<file path="src/rtl/fp_accumulator.sv">
// rtl/fp_accumulator.sv - sequential single-precision floating-point accumulator
//
// Sums N_TERMS IEEE-754 single products using an ACCEPT/ALIGN/ADD/NORM/DONE FSM.
// Arithmetic truncates, flushes denormals to zero, saturates overflow to infinity.
//
// Ports:
//   clk, rst_n           clock, asynchronous active-low reset
//   in_valid/in_ready    product input handshake (in_ready high only in ACCEPT)
//   in_data[31:0]        product {sign, exp, frac}
//   out_valid/out_ready  sum output handshake (out_valid high only in DONE)
//   out_data[31:0]       registered accumulated sum
//   busy                 high while in ALIGN, ADD or NORM

module fp_accumulator #(
  parameter int N_TERMS = 8
) (
  input  logic        clk,
  input  logic        rst_n,
  input  logic        in_valid,
  output logic        in_ready,
  input  logic [31:0] in_data,
  output logic        out_valid,
  input  logic        out_ready,
  output logic [31:0] out_data,
  output logic        busy
);

  localparam int CW = $clog2(N_TERMS + 1);

  typedef enum logic [2:0] {S_ACCEPT, S_ALIGN, S_ADD, S_NORM, S_DONE} state_t;

  state_t        state_q, state_d;
  logic          acc_sign_q, acc_sign_d;
  logic [7:0]    acc_exp_q, acc_exp_d;
  logic [23:0]   acc_mant_q, acc_mant_d;
  logic [31:0]   op_q, op_d;
  logic [CW-1:0] cnt_q, cnt_d;
  // Working result: X after ALIGN, sum after ADD, normalised in NORM.
  logic          res_sign_q, res_sign_d;
  logic [7:0]    res_exp_q, res_exp_d;
  logic [23:0]   res_mant_q, res_mant_d;
  logic [23:0]   y_mant_q, y_mant_d;
  logic          sub_q, sub_d;
  logic          special_q, special_d;  // infinity result, NORM completes at once
  logic          in_ready_q, in_ready_d;
  logic          out_valid_q, out_valid_d;
  logic          busy_q, busy_d;
  logic [31:0]   out_data_q, out_data_d;

  // Operand decode: exp == 0 is zero regardless of fraction.
  logic          op_sign;
  logic [7:0]    op_exp;
  logic [23:0]   op_mant;
  logic          acc_ge;
  logic [7:0]    x_exp, y_exp, shamt;
  logic [23:0]   y_mant_raw;
  logic [24:0]   sum;
  logic [7:0]    exp_inc;
  logic          fin;
  logic          fin_sign;
  logic [7:0]    fin_exp;
  logic [23:0]   fin_mant;

  assign op_sign = op_q[31];
  assign op_exp  = op_q[30:23];
  assign op_mant = (op_exp == 8'd0) ? 24'd0 : {1'b1, op_q[22:0]};
  assign acc_ge  = {acc_exp_q, acc_mant_q} >= {op_exp, op_mant};
  assign x_exp   = acc_ge ? acc_exp_q : op_exp;
  assign y_exp   = acc_ge ? op_exp : acc_exp_q;
  assign y_mant_raw = acc_ge ? op_mant : acc_mant_q;
  assign shamt   = x_exp - y_exp;
  // X >= Y by construction, so the subtraction never borrows.
  assign sum     = sub_q ? ({1'b0, res_mant_q} - {1'b0, y_mant_q})
                         : ({1'b0, res_mant_q} + {1'b0, y_mant_q});
  assign exp_inc = res_exp_q + 8'd1;

  always_comb begin
    state_d     = state_q;
    acc_sign_d  = acc_sign_q;
    acc_exp_d   = acc_exp_q;
    acc_mant_d  = acc_mant_q;
    op_d        = op_q;
    cnt_d       = cnt_q;
    res_sign_d  = res_sign_q;
    res_exp_d   = res_exp_q;
    res_mant_d  = res_mant_q;
    y_mant_d    = y_mant_q;
    sub_d       = sub_q;
    special_d   = special_q;
    out_data_d  = out_data_q;
    fin         = 1'b0;
    fin_sign    = res_sign_q;
    fin_exp     = res_exp_q;
    fin_mant    = res_mant_q;

    case (state_q)
      S_ACCEPT: begin
        if (in_valid) begin
          op_d    = in_data;
          cnt_d   = cnt_q + CW'(1);
          state_d = S_ALIGN;
        end
      end
      S_ALIGN: begin
        if (acc_exp_q == 8'hFF || op_exp == 8'hFF) begin
          // Accumulator sign wins when both are infinite.
          special_d  = 1'b1;
          res_sign_d = (acc_exp_q == 8'hFF) ? acc_sign_q : op_sign;
          res_exp_d  = 8'hFF;
          res_mant_d = 24'd0;
        end else begin
          special_d  = 1'b0;
          res_sign_d = acc_ge ? acc_sign_q : op_sign;
          res_exp_d  = x_exp;
          res_mant_d = acc_ge ? acc_mant_q : op_mant;
          y_mant_d   = (shamt >= 8'd25) ? 24'd0 : (y_mant_raw >> shamt);
          sub_d      = acc_sign_q ^ op_sign;
        end
        state_d = S_ADD;
      end
      S_ADD: begin
        if (!special_q) begin
          if (sum[24]) begin
            if (exp_inc == 8'hFF) begin
              special_d  = 1'b1;
              res_exp_d  = 8'hFF;
              res_mant_d = 24'd0;
            end else begin
              res_exp_d  = exp_inc;
              res_mant_d = sum[24:1];
            end
          end else begin
            res_mant_d = sum[23:0];
          end
        end
        state_d = S_NORM;
      end
      S_NORM: begin
        if (special_q) begin
          fin      = 1'b1;
          fin_mant = 24'd0;
        end else if (res_mant_q == 24'd0 || (!res_mant_q[23] && res_exp_q == 8'd1)) begin
          // Exact cancellation or underflow: result is +0.
          fin      = 1'b1;
          fin_sign = 1'b0;
          fin_exp  = 8'd0;
          fin_mant = 24'd0;
        end else if (res_mant_q[23]) begin
          fin = 1'b1;
        end else begin
          res_mant_d = {res_mant_q[22:0], 1'b0};
          res_exp_d  = res_exp_q - 8'd1;
        end
        if (fin) begin
          acc_sign_d = fin_sign;
          acc_exp_d  = fin_exp;
          acc_mant_d = fin_mant;
          if (cnt_q == CW'(N_TERMS)) begin
            out_data_d = {fin_sign, fin_exp, fin_mant[22:0]};
            state_d    = S_DONE;
          end else begin
            state_d = S_ACCEPT;
          end
        end
      end
      S_DONE: begin
        if (out_ready) begin
          acc_sign_d = 1'b0;
          acc_exp_d  = 8'd0;
          acc_mant_d = 24'd0;
          cnt_d      = '0;
          state_d    = S_ACCEPT;
        end
      end
      default: state_d = S_ACCEPT;
    endcase

    in_ready_d  = (state_d == S_ACCEPT);
    out_valid_d = (state_d == S_DONE);
    busy_d      = (state_d == S_ALIGN) || (state_d == S_ADD) || (state_d == S_NORM);
  end

  always_ff @(posedge clk or negedge rst_n) begin
    if (!rst_n) begin
      state_q     <= S_ACCEPT;
      acc_sign_q  <= 1'b0;
      acc_exp_q   <= 8'd0;
      acc_mant_q  <= 24'd0;
      op_q        <= 32'd0;
      cnt_q       <= '0;
      res_sign_q  <= 1'b0;
      res_exp_q   <= 8'd0;
      res_mant_q  <= 24'd0;
      y_mant_q    <= 24'd0;
      sub_q       <= 1'b0;
      special_q   <= 1'b0;
      in_ready_q  <= 1'b1;
      out_valid_q <= 1'b0;
      busy_q      <= 1'b0;
      out_data_q  <= 32'd0;
    end else begin
      state_q     <= state_d;
      acc_sign_q  <= acc_sign_d;
      acc_exp_q   <= acc_exp_d;
      acc_mant_q  <= acc_mant_d;
      op_q        <= op_d;
      cnt_q       <= cnt_d;
      res_sign_q  <= res_sign_d;
      res_exp_q   <= res_exp_d;
      res_mant_q  <= res_mant_d;
      y_mant_q    <= y_mant_d;
      sub_q       <= sub_d;
      special_q   <= special_d;
      in_ready_q  <= in_ready_d;
      out_valid_q <= out_valid_d;
      busy_q      <= busy_d;
      out_data_q  <= out_data_d;
    end
  end

  assign in_ready  = in_ready_q;
  assign out_valid = out_valid_q;
  assign busy      = busy_q;
  assign out_data  = out_data_q;

endmodule

</file>
<file path="config.mk">
export PLATFORM = sky130hd
export DESIGN_NAME = fp_accumulator
export DESIGN_NICKNAME = d
export VERILOG_FILES = /design/src/rtl/fp_accumulator.sv
export SDC_FILE = /design/constraint.sdc
export NUM_CORES = 1
export LEC_CHECK = 0
export BUFFER_PORTS_ARGS = -buffer_cell sky130_fd_sc_hd__buf_2
export CAP_MARGIN = 0
export CORE_MARGIN = 2
export CORE_UTILIZATION = 62
export DETAILED_ROUTE_END_ITERATION = 16
export PLACE_DENSITY = 0.81
export SLEW_MARGIN = 10
export SYNTH_ARGS = -nofsm -noshare
export SYNTH_HDL_FRONTEND = slang
export SYNTH_SLANG_ARGS = --single-unit
</file>
<file path="constraint.sdc">
create_clock -name clk -period 7.9 [get_ports clk]
set_input_delay 0.79 -clock clk [delete_from_list [all_inputs] [get_ports clk]]
set_output_delay 0.79 -clock clk [all_outputs]
set_load 0.05 [all_outputs]
</file>
==> summary by stage <==
STA
The clock tree skew after final layout is approximately 0.017 ns. The count of pins over their slew limit is 0. The number of setup violations in the final report is 0. At the pin with the least slew margin, the transition time is about 1.1 ns. The post-route setup TNS is 0 ns.

The worst pin sits at a relative slew slack of roughly 25%. Derived from the worst setup path, the maximum achievable clock frequency is around 0.15 GHz. For the finished layout, the period the worst path requires is between 6 and 7 ns. Setup repair after global routing left no endpoint under its margin. The final critical-path share of the clock period is a little over four fifths.

The number of hold violations in the final report came to 0.

Global routing
The initial antenna violation count is 0. The via count of the first global-routing pass was roughly 10000. Summed over all layers, the global routing overflow is 0. The pin count of the biggest net entering global routing is 88.

The first global-routing pass estimated between 50 and 60 mm of wire. The overall fraction of global-route tracks in use is approximately 35%.

Synth
Synthesis produced a netlist with a net count of 1469. Counting flops and latches in the post-synthesis netlist gives 166. The area share of the leading cell type in the synthesized netlist is between 30% and 40%. Ranked by instance count, the synthesized netlist is headed by 217 x nand2_1, 165 x dfrtp_1, 108 x o21ai_0, 102 x a21oi_1, 79 x nor2_1. The primary flip-flop cell chosen by synthesis mapping is dfrtp_1. After synthesis the cells add up to roughly 12000 um^2. The register area share after synthesis is 34.62%. The number of warnings printed during yosys synthesis is 0. Yosys attributes the largest share of cell area to dfrtp_1 34%, nand2_1 6.8%, ha_1 6.7%. The largest total area in the synthesized netlist belongs to dfrtp_1.

The synthesized instance count is roughly 1400. In this run, synthesis inferred 0 flip-flops with an integrated enable. The mean area per synthesized cell is slightly below 9 um^2. The most instantiated library cell after synthesis is nand2_1. The netlist uses 85 different library cells.

In the synthesized netlist the async set-or-reset flop fraction comes to 100.0%.

Floorplanning
During I/O placement, the number of pins put on the boundary was just over 70. The starting density of the core is between 60 and 70%. The placeable core area is approximately 19000 um^2.

The number of placement rows is 50. The area of the die is 20490 um^2. The die width is approximately 140 um. The vertical extent of the die is ~140 um.

Run
The tool flagged a number of max-cap violations equal to 0.

Clocking
The clock input transition at the sequential cells of the worst setup and hold paths is about 0.08 ns. In this run the post-CTS setup repair buffer count came out at 0. The number of sinks driven by the clock tree is 166. In this run the number of H-tree levels came out at 4. The root buffer cell is clkbuf_16. The number of CTS-inserted buffers is 17. The longest clock path from root to sink contains 2 buffers. TritonCTS built the clock tree. Once the clock tree was built, the resizer swapped 0 gates to a different size. The clock network latency to the later pin of the worst-skew pair is between 0.4 and 0.5 ns. For this design, the CTS-stage hold fixing added 0 buffers.

Finish
The final instance area is roughly 13000 um^2. The count of antenna diodes in the layout is 0. Of the cells placed in the final design, the portion with a size suffix greater than 1 is roughly 14%. At the end of the flow, the number of nets in the layout was around 1500. From synthesis to final layout, the design area changed by 8.818%. After filler insertion, the fill cell instance count of the layout stands at between 1000 and 1500.

Setup path
The worst setup path is captured at a register. Along the worst path, the maximum fanout reaches 25. The endpoint of the most critical register-to-register path is y_mant_q[3]$_DFFE_PN0P_. The kind of launch point of the worst setup path is a register. Data arrives at the worst endpoint at 7.10 ns. The critical path in this run is classified as register to register.

For the worst setup path, the data required time is 8.29 ns. The worst reg-to-reg setup slack is approximately 1.2 ns. The worst reg2reg path startpoint is op_q[25]$_DFFE_PN0P_. Counting cells, the worst reg-to-reg path comes to 18.

Place
Input and output buffers added on the ports amount to 70. The post-DP HPWL is approximately 26 mm. Summing all placed instances gives a cell area of approximately 12000 um^2. At the end of routability-driven placement, the weighted congestion stood at around 1.1.

Hold path
The worst hold path belongs to the class input port to async pin.

Detailed routing
The post-detailed-route wirelength per cell is 21.47 um. The total wirelength of the detailed-routed design is approximately 36 mm. The DRC violation count after routing is 0. The wire length on met3 is 3.931 mm. The detailed-route via count is 11100.

The number of search-and-repair iterations in the first detailed-routing pass is 10. The number of routed nets with antenna violations is 0. Using the TritonRoute via totals, the vias-per-cell ratio works out to ~6.7.

The wire length on met2 is between 15 and 20 mm. The highest signal layer in the routed design is met4. The detailed router put a total of around 15 mm of wire on met1. In this run, the number of DRC markers left after iteration 0 of detailed routing was between 1500 and 2000.

Outcome
The run finished with clean final reports.
sequential cells by signal, summed over array words and instances, names as in the netlist:
| signal | flops |
|---|---|
| acc_exp_q | 8 |
| acc_mant_q | 24 |
| acc_sign_q | 1 |
| busy | 1 |
| cnt_q | 4 |
| in_ready | 1 |
| op_q | 32 |
| out_data | 32 |
| out_valid | 1 |
| res_exp_q | 8 |
| res_mant_q | 24 |
| res_sign_q | 1 |
| special_q | 1 |
| state_q | 3 |
| sub_q | 1 |
| y_mant_q | 24 |
final cells by class:
cell class | instances | area, um^2 | share of cell area [%]
multi-input combinational | 1079 | 7367 | 56.40
tap | 260 | 325.3 | 2.490
clock buffer | 17 | 425.4 | 3.257
inverter | 40 | 150.1 | 1.149
timing repair buffer | 84 | 461.7 | 3.534
sequential | 166 | 4155 | 31.81
clock inverter | 15 | 177.7 | 1.360
how the worst max path moves through the flow:
stage / from / endpoint
3_5_place_dp: op_q[25]$_DFFE_PN0P_ / y_mant_q[6]$_DFFE_PN0P_
3_3_place_gp: op_q[25]$_DFFE_PN0P_ / y_mant_q[3]$_DFFE_PN0P_
4_1_cts: op_q[25]$_DFFE_PN0P_ / y_mant_q[6]$_DFFE_PN0P_
6_report: op_q[25]$_DFFE_PN0P_ / y_mant_q[3]$_DFFE_PN0P_
5_1_grt: op_q[25]$_DFFE_PN0P_ / y_mant_q[6]$_DFFE_PN0P_
2_1_floorplan: op_q[29]$_DFFE_PN0P_ / y_mant_q[11]$_DFFE_PN0P_
per-layer routing:
layer	GRT usage, %	up-vias
met2	51.02	658
met3	9.390	118
met4	14.59	0
met5	0	-
met1	50.75	5242
li1	-	5077
cell families after synthesis:
kind of cell	Yosys count	synth area share, %
AOI/OAI and AO/OA	421	23.29
muxes	108	10.92
and+or+nand+nor	438	16.74
xor gates and xnor gates	47	3.429
adders and majority gates	65	6.838
buffers and inverters	123	4.169
DFF	166	34.62
critical path, cell delays in order, from the launching register on:
cell and delay (ns):
dfrtp_1 0.43, nor4_1 0.29, nand2_1 0.50, nand2_1 0.31, ha_1 0.29, a21oi_1 0.12, o21ai_0 0.14, a2111oi_0 0.64
a311o_1 0.85, nand2_1 0.16, nor2_1 0.18, a21oi_1 0.10, ha_1 0.50, clkinv_1 0.77, mux4_2 0.56, nand2_1 0.12
o211ai_1 0.11, nor4b_1 0.42, a211o_1 0.14
layout by cell type (no fill, tap or decap), types with 15 or more instances in the layout:
cell type / count
a21oi_1: 102
a222oi_1: 19
a22o_1: 39
buf_2: 69
clkbuf_16: 17
dfrtp_1: 165
ha_1: 64
inv_1: 38
mux2_2: 44
mux2i_1: 50
nand2_1: 217
nand4_1: 16
nor2_1: 77
nor3_1: 19
o21a_1: 15
o21ai_0: 108
o21ai_1: 21
xnor2_1: 35
stage by stage:
stage	hold slack (ns)	std cells	setup WS [ns]	util, %
after global placement	0.4566	1629	1.641	66.17
after CTS	0.4107	1661	1.350	69.37
after floorplan	0.4721	1368	2.108	-
after detailed placement	0.4641	1629	1.410	66.17
final	0.3722	1661	1.196	69.37
after global routing	0.4460	1661	0.7094	69.37
Power is left out: the tool's default activity adds up to more than one toggle a clock period on the data nets, which glitch-free logic cannot reach.
